<file path="src/rtl/multi_timer.sv">
// Multi-channel programmable countdown timer with a shared free-running prescaler.
// Each channel supports one-shot/periodic modes, level pause, clear and restart-on-start.
module multi_timer #(
    parameter int CH       = 4,
    parameter int W        = 32,
    parameter int PRESCALE = 1
) (
    input  logic            clk,
    input  logic            rst,
    input  logic [CH-1:0]   start,
    input  logic [CH-1:0]   stop,
    input  logic [CH-1:0]   clear,
    input  logic [CH-1:0]   mode,
    input  logic [CH*W-1:0] load_val,
    output logic [CH-1:0]   busy,
    output logic [CH-1:0]   done,
    output logic [CH-1:0]   expired,
    output logic [CH*W-1:0] cnt_out
);

    localparam int            PW      = (PRESCALE > 1) ? $clog2(PRESCALE) : 1;
    localparam logic [PW-1:0] PRE_MAX = PW'(PRESCALE - 1);

    typedef enum logic [1:0] {
        IDLE = 2'd0,
        RUN  = 2'd1,
        DONE = 2'd2
    } state_t;

    logic [PW-1:0] pre;
    logic          tick;

    assign tick = (pre == PRE_MAX);

    // Shared prescaler: never re-phased by start, so channel latency carries tick phase.
    always_ff @(posedge clk) begin
        if (!rst) begin
            pre <= '0;
        end else if (tick) begin
            pre <= '0;
        end else begin
            pre <= pre + PW'(1);
        end
    end

    for (genvar i = 0; i < CH; i++) begin : g_ch
        state_t         state;
        logic [W-1:0]   cnt;
        logic [W-1:0]   reload;
        logic           mode_q;
        logic           done_q;
        logic [W-1:0]   ld;

        assign ld = load_val[i*W +: W];

        // Priority per cycle is clear, then start, then stop, then counting.
        always_ff @(posedge clk) begin
            if (!rst) begin
                state  <= IDLE;
                cnt    <= '0;
                reload <= '0;
                mode_q <= 1'b0;
                done_q <= 1'b0;
            end else begin
                done_q <= 1'b0;
                if (clear[i]) begin
                    state <= IDLE;
                    cnt   <= '0;
                end else if (start[i] && (ld != '0)) begin
                    cnt    <= ld;
                    reload <= ld;
                    mode_q <= mode[i];
                    state  <= RUN;
                end else if ((state == RUN) && !stop[i] && tick) begin
                    if (cnt != W'(1)) begin
                        cnt <= cnt - W'(1);
                    end else begin
                        done_q <= 1'b1;
                        if (mode_q) begin
                            cnt <= reload;
                        end else begin
                            cnt   <= '0;
                            state <= DONE;
                        end
                    end
                end
            end
        end

        assign busy[i]             = (state == RUN);
        assign expired[i]          = (state == DONE);
        assign done[i]             = done_q;
        assign cnt_out[i*W +: W]   = cnt;
    end

endmodule

</file>
<file path="config.mk">
export PLATFORM = sky130hd
export DESIGN_NAME = multi_timer
export DESIGN_NICKNAME = d
export VERILOG_FILES = /design/src/rtl/multi_timer.sv
export SDC_FILE = /design/constraint.sdc
export NUM_CORES = 1
export LEC_CHECK = 0
export CORE_MARGIN = 4
export CORE_UTILIZATION = 30
export DETAILED_ROUTE_END_ITERATION = 6
export GPL_TIMING_DRIVEN = 0
export PLACE_DENSITY_LB_ADDON = 0.3
export SYNTH_ARGS = -nofsm -noshare
export SYNTH_HDL_FRONTEND = slang
export SYNTH_SLANG_ARGS = --single-unit
</file>
<file path="constraint.sdc">
create_clock -name clk -period 3.8 [get_ports clk]
set_clock_uncertainty 0.15 [all_clocks]
set_input_delay 0.76 -clock clk [delete_from_list [all_inputs] [get_ports clk]]
set_output_delay 0.76 -clock clk [all_outputs]
set_load 0.05 [all_outputs]
</file>
**Yosys cells after proc, flatten, opt, wreduce, memory -nomap -nowiden**

Cells that the tools add are included.

- Bitwise operators: 18
- $add $sub $neg: 5
- Multiplexer cells: 36
- Equality and inequality tests: 20
- Reductions and logical operators: 49

Operator list:

| cell | number |
|---|---|
| 32-bit two-way mux | 16 |
| 32-bit by 1-bit != test with 1-bit output (second input constant) | 4 |
| 32-bit nonzero test | 4 |
| 32-bit by 1-bit subtractor with 32-bit output (second input constant) | 4 |
| 3-bit AND reduction | 8 |
| 1-bit two-way mux | 20 |
| 1-bit inverter | 18 |
| 4-bit OR reduction | 4 |
| 1-bit logical AND | 12 |
| 3-bit OR reduction | 4 |
| 2-bit AND reduction | 5 |
| 2-bit by 1-bit equality test with 1-bit output (second input constant) | 4 |
| 2-bit equality test (second input constant) | 4 |
| 2-bit by 1-bit != test with 1-bit output (second input constant) | 4 |
| 2-bit != test (second input constant) | 4 |
| 2-bit nonzero test | 4 |
| 2-bit OR reduction | 4 |
| 1-bit logical NOT | 4 |
| 1-bit adder (second input constant) | 1 |

- Input port bits: 146
- Logic and storage cells: 153
- Register bits after elaboration: 273
- Output and inout bits: 140

**Depth between registers and ports, before layout**

- Depth after elaboration: 5
- Mapped depth: 10

**Worst setup path after synthesis**

No wires, ideal clock.

- Path type: reg2reg
- From: register g_ch[1].cnt[14]
- To: register g_ch[1].cnt[26]
- Path buffers: 1
- Required time: 3.576 ns
- Data arrival time: 2.584 ns
- Clock period less this slack: 2.808 ns
- Path slack: 0.992 ns
- Cell stages (with the launch flop): 8
- Cells stage by stage: dfxtp_1 > or4_4 > or3_1 > buf_6 > or4_4 > a2111oi_4 > o31ai_1 > a31oi_1

- Cells in the longest elaborated chain, start to end: 4

RTL lines:

| what | line | source |
|---|---|---|
| start: declaration | 48 | `logic [W-1:0] cnt;` |
| start signal: assignment | 70 | `cnt <= ld;` |
| start signal: assignment | 76 | `cnt <= cnt - W'(1);` |
| start signal: assignment | 80 | `cnt <= reload;` |
| 32-bit by 1-bit subtractor with 32-bit output or 32-bit by 1-bit != test with 1-bit output (tied branches) | 76, 75 |  |
| 32-bit two-way mux * | 75 | `if (cnt != W'(1)) begin` |
| 32-bit two-way mux * | 74 | `end else if ((state == RUN) && !stop[i] && tick) begin` |
| 32-bit two-way mux * | 69 | `end else if (start[i] && (ld != '0)) begin` |

Every way passes the cells marked *; elsewhere a longest branch is shown, timed or not. The select of a mux whose other input is x is not followed.
A chain may end at the register's enable or synchronous reset.

**Worst setup path after layout**

- From: input load_val[113]
- To: register g_ch[3].reload[21]

- Cells in the longest elaborated chain, start to end: 3

RTL lines:

| what | line | source |
|---|---|---|
| start: declaration | 14 | `input logic [CH*W-1:0] load_val,` |
| 32-bit nonzero test | 69 |  |
| 1-bit logical AND | 69 |  |
| 2-bit AND reduction (no source line) | n/a |  |
| end signal: assignment | 71 | `reload <= ld;` |
| end: declaration | 49 | `logic [W-1:0] reload;` |

Every way passes these cells.

==> reports/qor.log <==
qor: route.avgRoutedWirePerCell 22.4 µm
qor: sta.report.final.setup_viol 0
qor: yosys.synth.area.top_cells sky130_fd_sc_hd__dfxtp_1 36%, sky130_fd_sc_hd__mux2i_1 8.8%, sky130_fd_sc_hd__nor2b_1 5.9%
qor: sta.fin_crit_sh 99.2%
qor: yosys.yosysWarningCount 0
qor: yosys.syn-cell-area 15200 µm²
qor: place.detailed_place.area 18900 µm²
qor: critical_path.critical_path_class in2reg
qor: critical_path.endpoint_kind flop
qor: global_route.maximum_number_of_pins_on_one_net_before_global_route_repair 12
qor: yosys.synth.ff_latch_count 273
qor: critical_path.crit_path_top_delay_cell sky130_fd_sc_hd__clkbuf_1
qor: power_and_ir_drop.switching_share 30.4%
qor: yosys.ys_async_sr_fraction 0%
qor: power_and_ir_drop.cellLeakagePower 7.51 nW
qor: place.place_hpwl 46.8 mm
qor: power_and_ir_drop.share_comb_of_total_power 19.7%
qor: yosys.avg_inst_size_synth 8.16 µm²
qor: critical_path.critPathArrivalTime 4.05 ns
qor: clock_tree.worst_setup_hold_path_clk_slew 0.06 ns
qor: worst_hold_path.timing.hold.worst.class reg2reg
qor: critical_path.critPathRequiredTime 4.08 ns
qor: finish.drive_above_1_share 4.71%
qor: global_route.grt_first_pass_wirelength 96.3 mm
qor: worst_hold_path.endpoint_of_the_worst_hold_path g_ch[0].cnt[18]
qor: sta.hold_viol_final 0
qor: critical_path.r2r_setup_slack 0.26 ns
qor: route.vias 16571
qor: power_and_ir_drop.netSwitchingPower 2.49 mW
qor: finish.nets 2338
qor: global_route.grt_overflow_total 0
qor: floorplan.die_x 233 µm
qor: critical_path.cp_cell_sequence clkdlybuf4s50_1, nor4_1, nand4_1, o21a_1, nand2b_1, clkbuf_1, clkbuf_1, mux2i_1, nor2b_1
qor: route.route.detailed.drc 0
qor: yosys.dominantRegCellSynth sky130_fd_sc_hd__dfxtp_1
qor: status.status completed
qor: critical_path.timing.rr.end g_ch[1].cnt[8]
qor: critical_path.cp_max_fo 10
qor: yosys.synthesis.instances 1862
qor: power_and_ir_drop.irDropWorstVdd 0.229 mV
qor: critical_path.crit_family buffers and inverters
qor: critical_path.cp_common_cell sky130_fd_sc_hd__clkbuf_1
qor: place.io_buffer_count 285
qor: power_and_ir_drop.p_seq_share 38.1%
qor: critical_path.worst_r2r_startpoint g_ch[1].cnt[3]
qor: yosys.synthMostInstantiatedCell sky130_fd_sc_hd__dfxtp_1
qor: yosys.yosys.cell_types.count 70
qor: yosys.ys_seq_area_share 36.0%
qor: global_route.grt_antenna_before_repair 3
qor: floorplan.full_die_area 54300 µm²
qor: sta.highest_attainable_clock_frequency 0.265 GHz
qor: yosys.synth.largest_area_cell sky130_fd_sc_hd__dfxtp_1
qor: sta.post_layout_minimum_cycle_time 3.77 ns
qor: route.detail_route.first_pass.iterations 6
qor: route.ant_nets 0
qor: critical_path.startpoint_type input port
qor: clock_tree.cts_tree done
qor: sta.timing.final.max_slew_violations 0
qor: clock_tree.cts_buffer_depth 3
qor: critical_path.crit_path_max_incr_delay 0.70 ns
qor: sta.timing.max_slew.rel_slack 13.8%
qor: clock_tree.cts_root_buf sky130_fd_sc_hd__clkbuf_16
qor: yosys.synth_edf_count 0
qor: yosys.yosys.area.top_type_share 36.0%
qor: yosys.syn_nets 2016
qor: critical_path.reg2reg_depth 8
qor: power_and_ir_drop.power_density 409 nW/µm²
qor: sta.grt_setup_unrepaired no
qor: route.drt_iter0_markers 1720
qor: flow_run.maxCapViolCount 0
qor: clock_tree.cts_hold_buffers 0
qor: floorplan.coreArea 50100 µm²
qor: clock_tree.cts_max_level 2
qor: floorplan.boundaryPins 286
qor: clock_tree.cts_num_sinks 273
qor: floorplan.chipHeight 233 µm
qor: floorplan.floorplan.initialDensity 30.3%
qor: sta.finalSetupTns 0 ns
qor: critical_path.path_buf_inv 3
qor: place.globalplace.congestion 0.943
qor: finish.synthesis_to_finish_area_growth 32.2%
qor: route.routed_wl 64.6 mm
qor: worst_hold_path.hold_path_startpoint g_ch[0].reload[18]
qor: floorplan.row_count 82
qor: global_route.grt_usage 22.7%
qor: worst_hold_path.holdPathStages 2
qor: sta.worstMarginPinSlew 1.28 ns
qor: clock_tree.number_of_cts_inserted_buffers 35
qor: power_and_ir_drop.intPower 5.72 mW
qor: power_and_ir_drop.share_clk_of_total_power 42.1%
qor: route.drt-vias-per-instance 5.75
qor: clock_tree.worst_skew_pair.late_latency 0.55 ns
qor: yosys.most_instantiated_cells_after_synthesis 273 x sky130_fd_sc_hd__dfxtp_1, 159 x sky130_fd_sc_hd__o21ai_0, 144 x sky130_fd_sc_hd__nor2b_1
qor: finish.post-route-cell-area 20100 µm²
qor: finish.utilization 40.1%
qor: global_route.first_global_vias 15757
==> stage by stage <==
step | power [mW] | cells | setup WS, ns | hold WS, ns
floorplan | 4.14 | 1862 | 0.992 | 0.292
global placement | 4.77 | 2819 | -0.431 | 0.307
detailed placement | 4.78 | 2819 | -0.455 | 0.314
CTS | 8.26 | 2881 | 0.120 | 0.330
global route | 8.51 | 2881 | 0.00106 | 0.350
finish | 8.21 | 2883 | 0.0304 | 0.334
==> area by class of cell <==
type | instances | area [µm²]
Buffer | 141 | 569
Inverter | 12 | 45.0
Fill cell | 5117 | 30000
Timing Repair Buffer | 285 | 2850
Tap cell | 672 | 841
Clock inverter | 9 | 97.6
Clock buffer | 53 | 1090
Multi-Input combinational cell | 1436 | 9120
Sequential cell | 273 | 5470
Antenna cell | 2 | 5.00
==> flip-flops by register name, indices dropped and copies added (netlist names) <==
name         count
pre              1
g_ch.done_q      4
g_ch.mode_q      4
g_ch.reload    128
g_ch.state       8
g_ch.cnt       128
==> power by group through the flow <==
stage | clock (mW) | combinational (mW) | sequential, mW
after floorplan | 0 | 0.813 | 3.32
final | 3.46 | 1.62 | 3.13
after detailed placement | 0 | 1.59 | 3.19
after global routing | 3.64 | 1.73 | 3.14
after CTS | 3.53 | 1.60 | 3.13
after global placement | 0 | 1.58 | 3.18
==> cell usage in the layout (no fill, tap or decap), types with 10 or more instances in the layout <==
master and instances:
sky130_fd_sc_hd__nor4_1 71, sky130_fd_sc_hd__or4_1 16, sky130_fd_sc_hd__inv_1 12, sky130_fd_sc_hd__o22ai_1 12, sky130_fd_sc_hd__or3_1 38, sky130_fd_sc_hd__nor2b_1 144
sky130_fd_sc_hd__and3_1 38, sky130_fd_sc_hd__nor3_1 54, sky130_fd_sc_hd__a211oi_1 14, sky130_fd_sc_hd__a21oi_1 104, sky130_fd_sc_hd__clkbuf_8 10, sky130_fd_sc_hd__a31oi_1 55
sky130_fd_sc_hd__o21ai_0 159, sky130_fd_sc_hd__buf_2 12, sky130_fd_sc_hd__o31ai_1 21, sky130_fd_sc_hd__dfxtp_1 273, sky130_fd_sc_hd__xnor2_1 18, sky130_fd_sc_hd__clkbuf_1 123
sky130_fd_sc_hd__nand4_1 29, sky130_fd_sc_hd__mux2i_1 134, sky130_fd_sc_hd__a221oi_1 17, sky130_fd_sc_hd__a22oi_1 13, sky130_fd_sc_hd__clkbuf_16 37, sky130_fd_sc_hd__nor2_1 117
sky130_fd_sc_hd__o211ai_1 23, sky130_fd_sc_hd__xor2_1 28, sky130_fd_sc_hd__nand3_1 38, sky130_fd_sc_hd__nand2b_1 16, sky130_fd_sc_hd__clkdlybuf4s50_1 285, sky130_fd_sc_hd__o21a_1 11
sky130_fd_sc_hd__a311oi_1 21, sky130_fd_sc_hd__nand2_1 130
==> cell families (layout without fill, tap and decap cells) <==
| group | count (synthesis) | count (layout) | share of synthesized area (%) |
|---|---|---|---|
| compound gates | 502 | 502 | 20.8 |
| xor+xnor | 46 | 46 | 2.65 |
| fa+ha+maj | 8 | 8 | 0.659 |
| buf+inv | 153 | 500 | 4.03 |
| flops | 273 | 273 | 36.0 |
| mux | 138 | 138 | 9.13 |
| other cells | 1 | 3 | 0.0247 |
| simple gates | 741 | 741 | 26.7 |
==> repair_timing <==
action / CTS / global route
resized for setup: 0 / 4
hold endpoints to repair: 0 / 0
endpoints found under the setup margin: 0 / 3
buffers inserted: 0 / 0
==> tightest hold or removal path, cell delays in order (launching register included) <==
cell,delay (ns)
sky130_fd_sc_hd__dfxtp_1,0.31
sky130_fd_sc_hd__nand3_1,0.06
sky130_fd_sc_hd__a31oi_1,0.07
==> how the worst max path moves through the flow <==
stage                          from                 end  slack, ns  cells past startpoint
CTS                             rst  g_ch[2].reload[23]       0.12                      5
global route         g_ch[3].cnt[2]     g_ch[3].cnt[13]      0.001                      8
floorplan           g_ch[1].cnt[14]     g_ch[1].cnt[26]       0.99                      7
finish                load_val[113]  g_ch[3].reload[21]       0.03                      9
global placement                rst  g_ch[2].reload[23]      -0.43                      5
detailed placement              rst  g_ch[2].reload[16]      -0.46                      5
==> per-layer routing <==
layer / global-route usage [%] / up-vias / wire, µm
met4: 8.89 / 2 / 2220
li1: - / 7609 / -
met5: 0 / - / 13
met2: 35.8 / 915 / 29100
met1: 30.1 / 7878 / 27300
met3: 4.93 / 167 / 5920
No activity file was read; power rests on OpenSTA's default activity.
